<file path="config.mk">
export PLATFORM = sky130hd
export DESIGN_NAME = instr_assembler_flat
export DESIGN_NICKNAME = d
export VERILOG_FILES = /design/src/rtl/instr_assembler_if.sv /design/src/rtl/instr_assembler.sv /design/src/flat_wrapper.sv
export SDC_FILE = /design/constraint.sdc
export NUM_CORES = 1
export LEC_CHECK = 0
export ABC_AREA = 1
export CORE_AREA = 2 2 109 216
export DETAILED_ROUTE_END_ITERATION = 10
export DIE_AREA = 0 0 111 218
export PLACE_DENSITY = 0.69
export SYNTH_ARGS = -nofsm -noshare
export SYNTH_HDL_FRONTEND = slang
export SYNTH_SLANG_ARGS = --single-unit
export TNS_END_PERCENT = 20
</file>
<file path="constraint.sdc">
create_clock -name clk -period 3.6 [get_ports clk]
set_clock_uncertainty 0.05 [all_clocks]
set_input_delay 0.9 -clock clk [delete_from_list [all_inputs] [get_ports clk]]
set_output_delay 0.9 -clock clk [all_outputs]
set_load 0.02 [all_outputs]
</file>
<file path="src/rtl/instr_assembler_if.sv">
// rtl/instr_assembler_if.sv - request and instruction-stream signals of instr_assembler
interface instr_assembler_if #(
  parameter int ADDR_W = 16
);
  logic              in_valid;
  logic              in_ready;
  logic [2:0]        ExtOp;
  logic [6:0]        opcode;
  logic [4:0]        rd;
  logic [4:0]        rs1;
  logic [4:0]        rs2;
  logic [2:0]        funct3;
  logic [6:0]        funct7;
  logic [31:0]       imm;
  logic              out_valid;
  logic              out_ready;
  logic [31:0]       out_instr;
  logic [ADDR_W-1:0] out_addr;

  modport master (
    output in_valid, ExtOp, opcode, rd, rs1, rs2, funct3, funct7, imm, out_ready,
    input  in_ready, out_valid, out_instr, out_addr
  );

  modport slave (
    input  in_valid, ExtOp, opcode, rd, rs1, rs2, funct3, funct7, imm, out_ready,
    output in_ready, out_valid, out_instr, out_addr
  );
endinterface

</file>
<file path="src/rtl/instr_assembler.sv">
// rtl/instr_assembler.sv - packs RV32I fields and immediate into words, queues them with write addresses
module instr_assembler #(
  parameter int                DEPTH     = 4,
  parameter int                ADDR_W    = 16,
  parameter logic [ADDR_W-1:0] BASE_ADDR = '0
) (
  input  logic             clk,
  input  logic             rst,
  input  logic             clear,
  instr_assembler_if.slave bus,
  output logic             err_sticky,
  output logic [7:0]       err_cnt
);
  localparam int PTR_W = (DEPTH > 1) ? $clog2(DEPTH) : 1;
  localparam int CNT_W = PTR_W + 1;

  logic [31:0]       mem_q [DEPTH];
  logic [31:0]       mem_d [DEPTH];
  logic [PTR_W-1:0]  wr_ptr_q, wr_ptr_d;
  logic [PTR_W-1:0]  rd_ptr_q, rd_ptr_d;
  logic [CNT_W-1:0]  count_q, count_d;
  logic [ADDR_W-1:0] addr_q, addr_d;
  logic              err_sticky_q, err_sticky_d;
  logic [7:0]        err_cnt_q, err_cnt_d;

  logic [31:0] word;
  logic        legal;
  logic        fits_12, fits_13, fits_21;
  logic        accept, push, pop;

  // Immediate must be a sign-extension of the bits the format can carry.
  assign fits_12 = (&bus.imm[31:11]) | ~(|bus.imm[31:11]);
  assign fits_13 = (&bus.imm[31:12]) | ~(|bus.imm[31:12]);
  assign fits_21 = (&bus.imm[31:20]) | ~(|bus.imm[31:20]);

  always_comb begin
    word  = '0;
    legal = 1'b0;
    case (bus.ExtOp)
      3'b000: begin
        word  = {bus.imm[11:0], bus.rs1, bus.funct3, bus.rd, bus.opcode};
        legal = fits_12;
      end
      3'b001: begin
        word  = {bus.imm[31:12], bus.rd, bus.opcode};
        legal = (bus.imm[11:0] == 12'h000);
      end
      3'b010: begin
        word  = {bus.imm[11:5], bus.rs2, bus.rs1, bus.funct3, bus.imm[4:0], bus.opcode};
        legal = fits_12;
      end
      3'b011: begin
        word  = {bus.imm[12], bus.imm[10:5], bus.rs2, bus.rs1, bus.funct3,
                 bus.imm[4:1], bus.imm[11], bus.opcode};
        legal = fits_13 & ~bus.imm[0];
      end
      3'b100: begin
        word  = {bus.imm[20], bus.imm[10:1], bus.imm[11], bus.imm[19:12], bus.rd, bus.opcode};
        legal = fits_21 & ~bus.imm[0];
      end
      3'b101: begin
        word  = {bus.funct7, bus.rs2, bus.rs1, bus.funct3, bus.rd, bus.opcode};
        legal = 1'b1;
      end
      default: begin
        word  = '0;
        legal = 1'b0;
      end
    endcase
  end

  // in_ready depends only on stored occupancy, so a pop never frees a slot in the same cycle.
  assign bus.in_ready  = (count_q != CNT_W'(DEPTH));
  assign bus.out_valid = (count_q != '0);
  assign bus.out_instr = mem_q[rd_ptr_q];
  assign bus.out_addr  = addr_q;
  assign err_sticky    = err_sticky_q;
  assign err_cnt       = err_cnt_q;

  assign accept = bus.in_valid & bus.in_ready;
  assign push   = accept & legal;
  assign pop    = bus.out_valid & bus.out_ready;

  always_comb begin
    mem_d    = mem_q;
    wr_ptr_d = wr_ptr_q;
    rd_ptr_d = rd_ptr_q;
    count_d  = count_q;
    if (push) begin
      mem_d[wr_ptr_q] = word;
      wr_ptr_d        = wr_ptr_q + PTR_W'(1);
    end
    if (pop) begin
      rd_ptr_d = rd_ptr_q + PTR_W'(1);
    end
    case ({push, pop})
      2'b10:   count_d = count_q + CNT_W'(1);
      2'b01:   count_d = count_q - CNT_W'(1);
      default: count_d = count_q;
    endcase
  end

  always_comb begin
    addr_d       = addr_q;
    err_sticky_d = err_sticky_q;
    err_cnt_d    = err_cnt_q;
    if (clear) begin
      addr_d       = BASE_ADDR;
      err_sticky_d = 1'b0;
      err_cnt_d    = 8'd0;
    end else begin
      if (pop) begin
        addr_d = addr_q + ADDR_W'(4);
      end
      if (accept && !legal) begin
        err_sticky_d = 1'b1;
        if (err_cnt_q != 8'hFF) begin
          err_cnt_d = err_cnt_q + 8'd1;
        end
      end
    end
  end

  always_ff @(posedge clk) begin
    if (rst) begin
      mem_q        <= '{default: '0};
      wr_ptr_q     <= '0;
      rd_ptr_q     <= '0;
      count_q      <= '0;
      addr_q       <= BASE_ADDR;
      err_sticky_q <= 1'b0;
      err_cnt_q    <= 8'd0;
    end else begin
      mem_q        <= mem_d;
      wr_ptr_q     <= wr_ptr_d;
      rd_ptr_q     <= rd_ptr_d;
      count_q      <= count_d;
      addr_q       <= addr_d;
      err_sticky_q <= err_sticky_d;
      err_cnt_q    <= err_cnt_d;
    end
  end
endmodule
</file>
<file path="src/flat_wrapper.sv">
// flat-port wrapper written by rule: the top's interface ports become plain ports
module instr_assembler_flat 
#(
  parameter int                DEPTH     = 4,
  parameter int                ADDR_W    = 16,
  parameter logic [ADDR_W-1:0] BASE_ADDR = '0
)
  (clk, rst, clear, err_sticky, err_cnt, bus_in_valid, bus_ExtOp, bus_opcode, bus_rd, bus_rs1, bus_rs2, bus_funct3, bus_funct7, bus_imm, bus_out_ready, bus_in_ready, bus_out_valid, bus_out_instr, bus_out_addr);
  instr_assembler_if #(.ADDR_W(ADDR_W)) bus_i ();
  input  logic clk;
  input  logic rst;
  input  logic clear;
  output logic err_sticky;
  output logic [7:0] err_cnt;
  input wire logic [$bits(bus_i.in_valid)-1:0] bus_in_valid;
  input wire logic [$bits(bus_i.ExtOp)-1:0] bus_ExtOp;
  input wire logic [$bits(bus_i.opcode)-1:0] bus_opcode;
  input wire logic [$bits(bus_i.rd)-1:0] bus_rd;
  input wire logic [$bits(bus_i.rs1)-1:0] bus_rs1;
  input wire logic [$bits(bus_i.rs2)-1:0] bus_rs2;
  input wire logic [$bits(bus_i.funct3)-1:0] bus_funct3;
  input wire logic [$bits(bus_i.funct7)-1:0] bus_funct7;
  input wire logic [$bits(bus_i.imm)-1:0] bus_imm;
  input wire logic [$bits(bus_i.out_ready)-1:0] bus_out_ready;
  output wire logic [$bits(bus_i.in_ready)-1:0] bus_in_ready;
  output wire logic [$bits(bus_i.out_valid)-1:0] bus_out_valid;
  output wire logic [$bits(bus_i.out_instr)-1:0] bus_out_instr;
  output wire logic [$bits(bus_i.out_addr)-1:0] bus_out_addr;
  assign bus_i.in_valid = bus_in_valid;
  assign bus_i.ExtOp = bus_ExtOp;
  assign bus_i.opcode = bus_opcode;
  assign bus_i.rd = bus_rd;
  assign bus_i.rs1 = bus_rs1;
  assign bus_i.rs2 = bus_rs2;
  assign bus_i.funct3 = bus_funct3;
  assign bus_i.funct7 = bus_funct7;
  assign bus_i.imm = bus_imm;
  assign bus_i.out_ready = bus_out_ready;
  assign bus_in_ready = bus_i.in_ready;
  assign bus_out_valid = bus_i.out_valid;
  assign bus_out_instr = bus_i.out_instr;
  assign bus_out_addr = bus_i.out_addr;
  instr_assembler #(.DEPTH(DEPTH), .ADDR_W(ADDR_W), .BASE_ADDR(BASE_ADDR)) u_core (.clk(clk), .rst(rst), .clear(clear), .bus(bus_i), .err_sticky(err_sticky), .err_cnt(err_cnt));
endmodule
</file>
==> run metrics <==
status finished clean; R2R cell count 10; CTS buffer count 17; Max Cap Viol 0; Layout Cells excl Fill 1895; I/O pin total 131; Power per Cell Area 396 nW/µm²; switching share of power 25.3%; Tot GR Track Use 21.9%; largest net degree at the start of global routing 67; Worst path max stage delay 0.68 ns; drt via density 4.81; post-CTS setup buffers 0; CP cell instances buf_4 > a21oi_1 > a21oi_1 > clkdlybuf4s50_1; final worst slack approximately 0.25 ns; Slew Viols, Final 0; dominant cell type by area after synthesis dfxtp_1; Final period util 93.0%; pre-CTS setup slack 0.209 ns; EDFF count, synth 0; CP Capture Type output pin; GRT overflow 0; worst slew pin tran a little under 0.9 ns; fillers 2238; Starting DRT DRC Count 456; clock root buffer master clkbuf_16; HPWL Detailed roughly 19000 µm; Post-synth top flop dfxtp_1; placed cell count between 1500 and 2000; vias 9117; Pleak 0.00553 µW; warning count from the yosys run 0; unrepaired setup endpoints after global routing no; crit path to bus_out_instr[17]; Longest Clk Path Bufs 2; Most common cell on crit path a21oi_1; final wirelength 26600 µm; worst flop-to-flop path startpoint u_core.count_q[0]; FMAX 299 MHz; Worst setup SP type flip-flop; Area contributors post-synth dfxtp_1 36%, nand2_1 17%, nor2_1 12%; CTS tree done; die span in y 218 µm; Routed wire per std cell 14.0 µm; Initial Util approximately two fifths; H-tree Lvls 4; final hold violations 0; Async SR Flop Fraction 0%; first-pass GRT wire length 42600 µm; start point of the critical path u_core.rd_ptr_q[0]; layout net count 1682; Pwr Total 4420 µW; average instance area after synthesis slightly below 6 µm²; VDD IR-drop max around 470 µV; Tmin final 3.35 ns; count of final setup violators 0; Clk pwr share between 40 and 50%; Reg clk slew, reported paths roughly 0.060 ns; R2R Setup Slk 1.42 ns; worst endpoint required time 2.65 ns; initial antenna violation count 0; antenna cell count 0; P&R area growth vs syn 25.8%; hold_sp u_core.err_sticky; sequential element share of the synthesized area 35.6%; register share of total power 40.5%; Site Rows 78; Mapped Cells between 1000 and 1500; vias in the first global route 8737; share of layout cells above drive strength 1 under 10%; Skew-Pair Late Insertion Delay ~0.43 ns; Post-DRT Antenna Nets 0; Die Area 24200 µm²; top-area cell type share of the netlist area 35.6%; Horiz. Die Dim 111 µm; Logic pwr share 13.6%; largest fanout on the critical path 33; DRC Markers 0; Critical Path AT 2.40 ns; total negative setup slack 0 ns; gp weighted congestion 1.03; Distinct cells, synth 34; relative slew slack 40.9%; Sw Pwr 1120 µW; Port Buf Inserts 128; CP max stage cell clkdlybuf4s50_1; TritonRoute pass-1 iters 5; Int Pwr around 3300 µW; Core Area 22500 µm²; Crit Path Class flip-flop to output pin; Sink Count 158; Hold Slack 0.419 ns; HP Class flip-flop to flip-flop; synthesized cell area 8870 µm²; Synth Register Bits 158; FF-to-FF End u_core.count_q[2]
==> power by group through the flow <==
stage	combinational, µW	sequential [µW]	clock [µW]
3_3_place_gp	593	1830	0
3_5_place_dp	597	1830	0
6_report	600	1790	2030
5_1_grt	656	1790	2110
2_1_floorplan	319	1830	0
4_1_cts	599	1790	2050
==> synthesized netlist by cell type (12+ instances only) <==
cell / instances
a21oi_1: 120
buf_1: 13
buf_2: 19
clkbuf_1: 34
dfxtp_1: 158
inv_1: 264
inv_2: 19
nand2_1: 393
nand3_1: 19
nand4_1: 54
nor2_1: 285
o21ai_0: 57
o22ai_1: 12
==> cells in the final DEF (no fill, tap or decap), types with 4 or more instances in the layout <==
| master | count |
|---|---|
| nor2_1 | 285 |
| a21oi_1 | 120 |
| clkbuf_8 | 4 |
| nand4_1 | 54 |
| bufinv_16 | 5 |
| nand3_1 | 19 |
| inv_1 | 263 |
| clkbuf_16 | 17 |
| o21ai_0 | 57 |
| buf_12 | 7 |
| clkdlybuf4s50_1 | 128 |
| buf_4 | 28 |
| inv_2 | 19 |
| dfxtp_1 | 158 |
| nor3_1 | 7 |
| ha_1 | 7 |
| clkinv_2 | 4 |
| nand2_1 | 393 |
| o22ai_1 | 12 |
==> sequential cells by signal, summed over array words and instances (netlist names) <==
signal               count
u_core.wr_ptr_q          2
u_core.bus.out_addr     14
u_core.rd_ptr_q          2
u_core.count_q           3
u_core.err_sticky        1
u_core.err_cnt           8
u_core.mem_q           128
==> per-stage QoR <==
step	area [µm²]	util (%)
final	11200	49.5
after global placement	10500	46.6
after CTS	11200	49.5
after floorplan	8880	-
after global routing	11200	49.5
after detailed placement	10500	46.6
==> logic make-up after synthesis <==
family,synth area share [%]
xor+xnor,0.296
fa+ha+maj,1.21
simple gates,35.2
flops,35.6
compound gates,11.4
other cells,0.0423
buf+inv,16.2
==> per-layer routing <==
layer  vias up  share of wire [%]  track usage, %
li1       4722                  -               -
met1      4072                 38            22.2
met2       265                 53            42.1
met3        58                4.7            4.03
met4         0                4.2            11.1
met5         -                  0               0
==> worst min-delay path by stage <==
stage                                    to  slack (ns)  depth (start not counted)
global placement    u_core.bus.out_addr[15]        0.40                          2
global route              u_core.err_sticky        0.44                          2
CTS                       u_core.err_sticky        0.42                          2
finish                    u_core.err_sticky        0.42                          2
floorplan                 u_core.count_q[1]        0.41                          2
detailed placement        u_core.err_sticky        0.40                          2
==> timing repair <==
action / CTS / global route
endpoints found under the setup margin: 7 / 0
hold buffers: 0 / 0
gates resized for setup: 1 / 0
endpoints found under the hold margin: 0 / 0
==> worst max-delay path: cells and delay by family (launching register included) <==
kind / cells / cell delay, ns
DFF: 1 / 0.34
AOI/OAI and AO/OA: 2 / 0.49
buffers and inverters: 2 / 1.11
==> area by class of cell <==
type | count | area [µm²] | share of cell area (%)
clock inverters | 10 | 183 | 1.64
repair buffers | 163 | 1630 | 14.6
multi-input cells | 977 | 4280 | 38.3
well taps | 280 | 350 | 3.14
flip-flops and latches | 158 | 3160 | 28.3
clock buffers | 22 | 484 | 4.34
inverters | 285 | 1070 | 9.61
No activity file was read; power rests on OpenSTA's default activity.
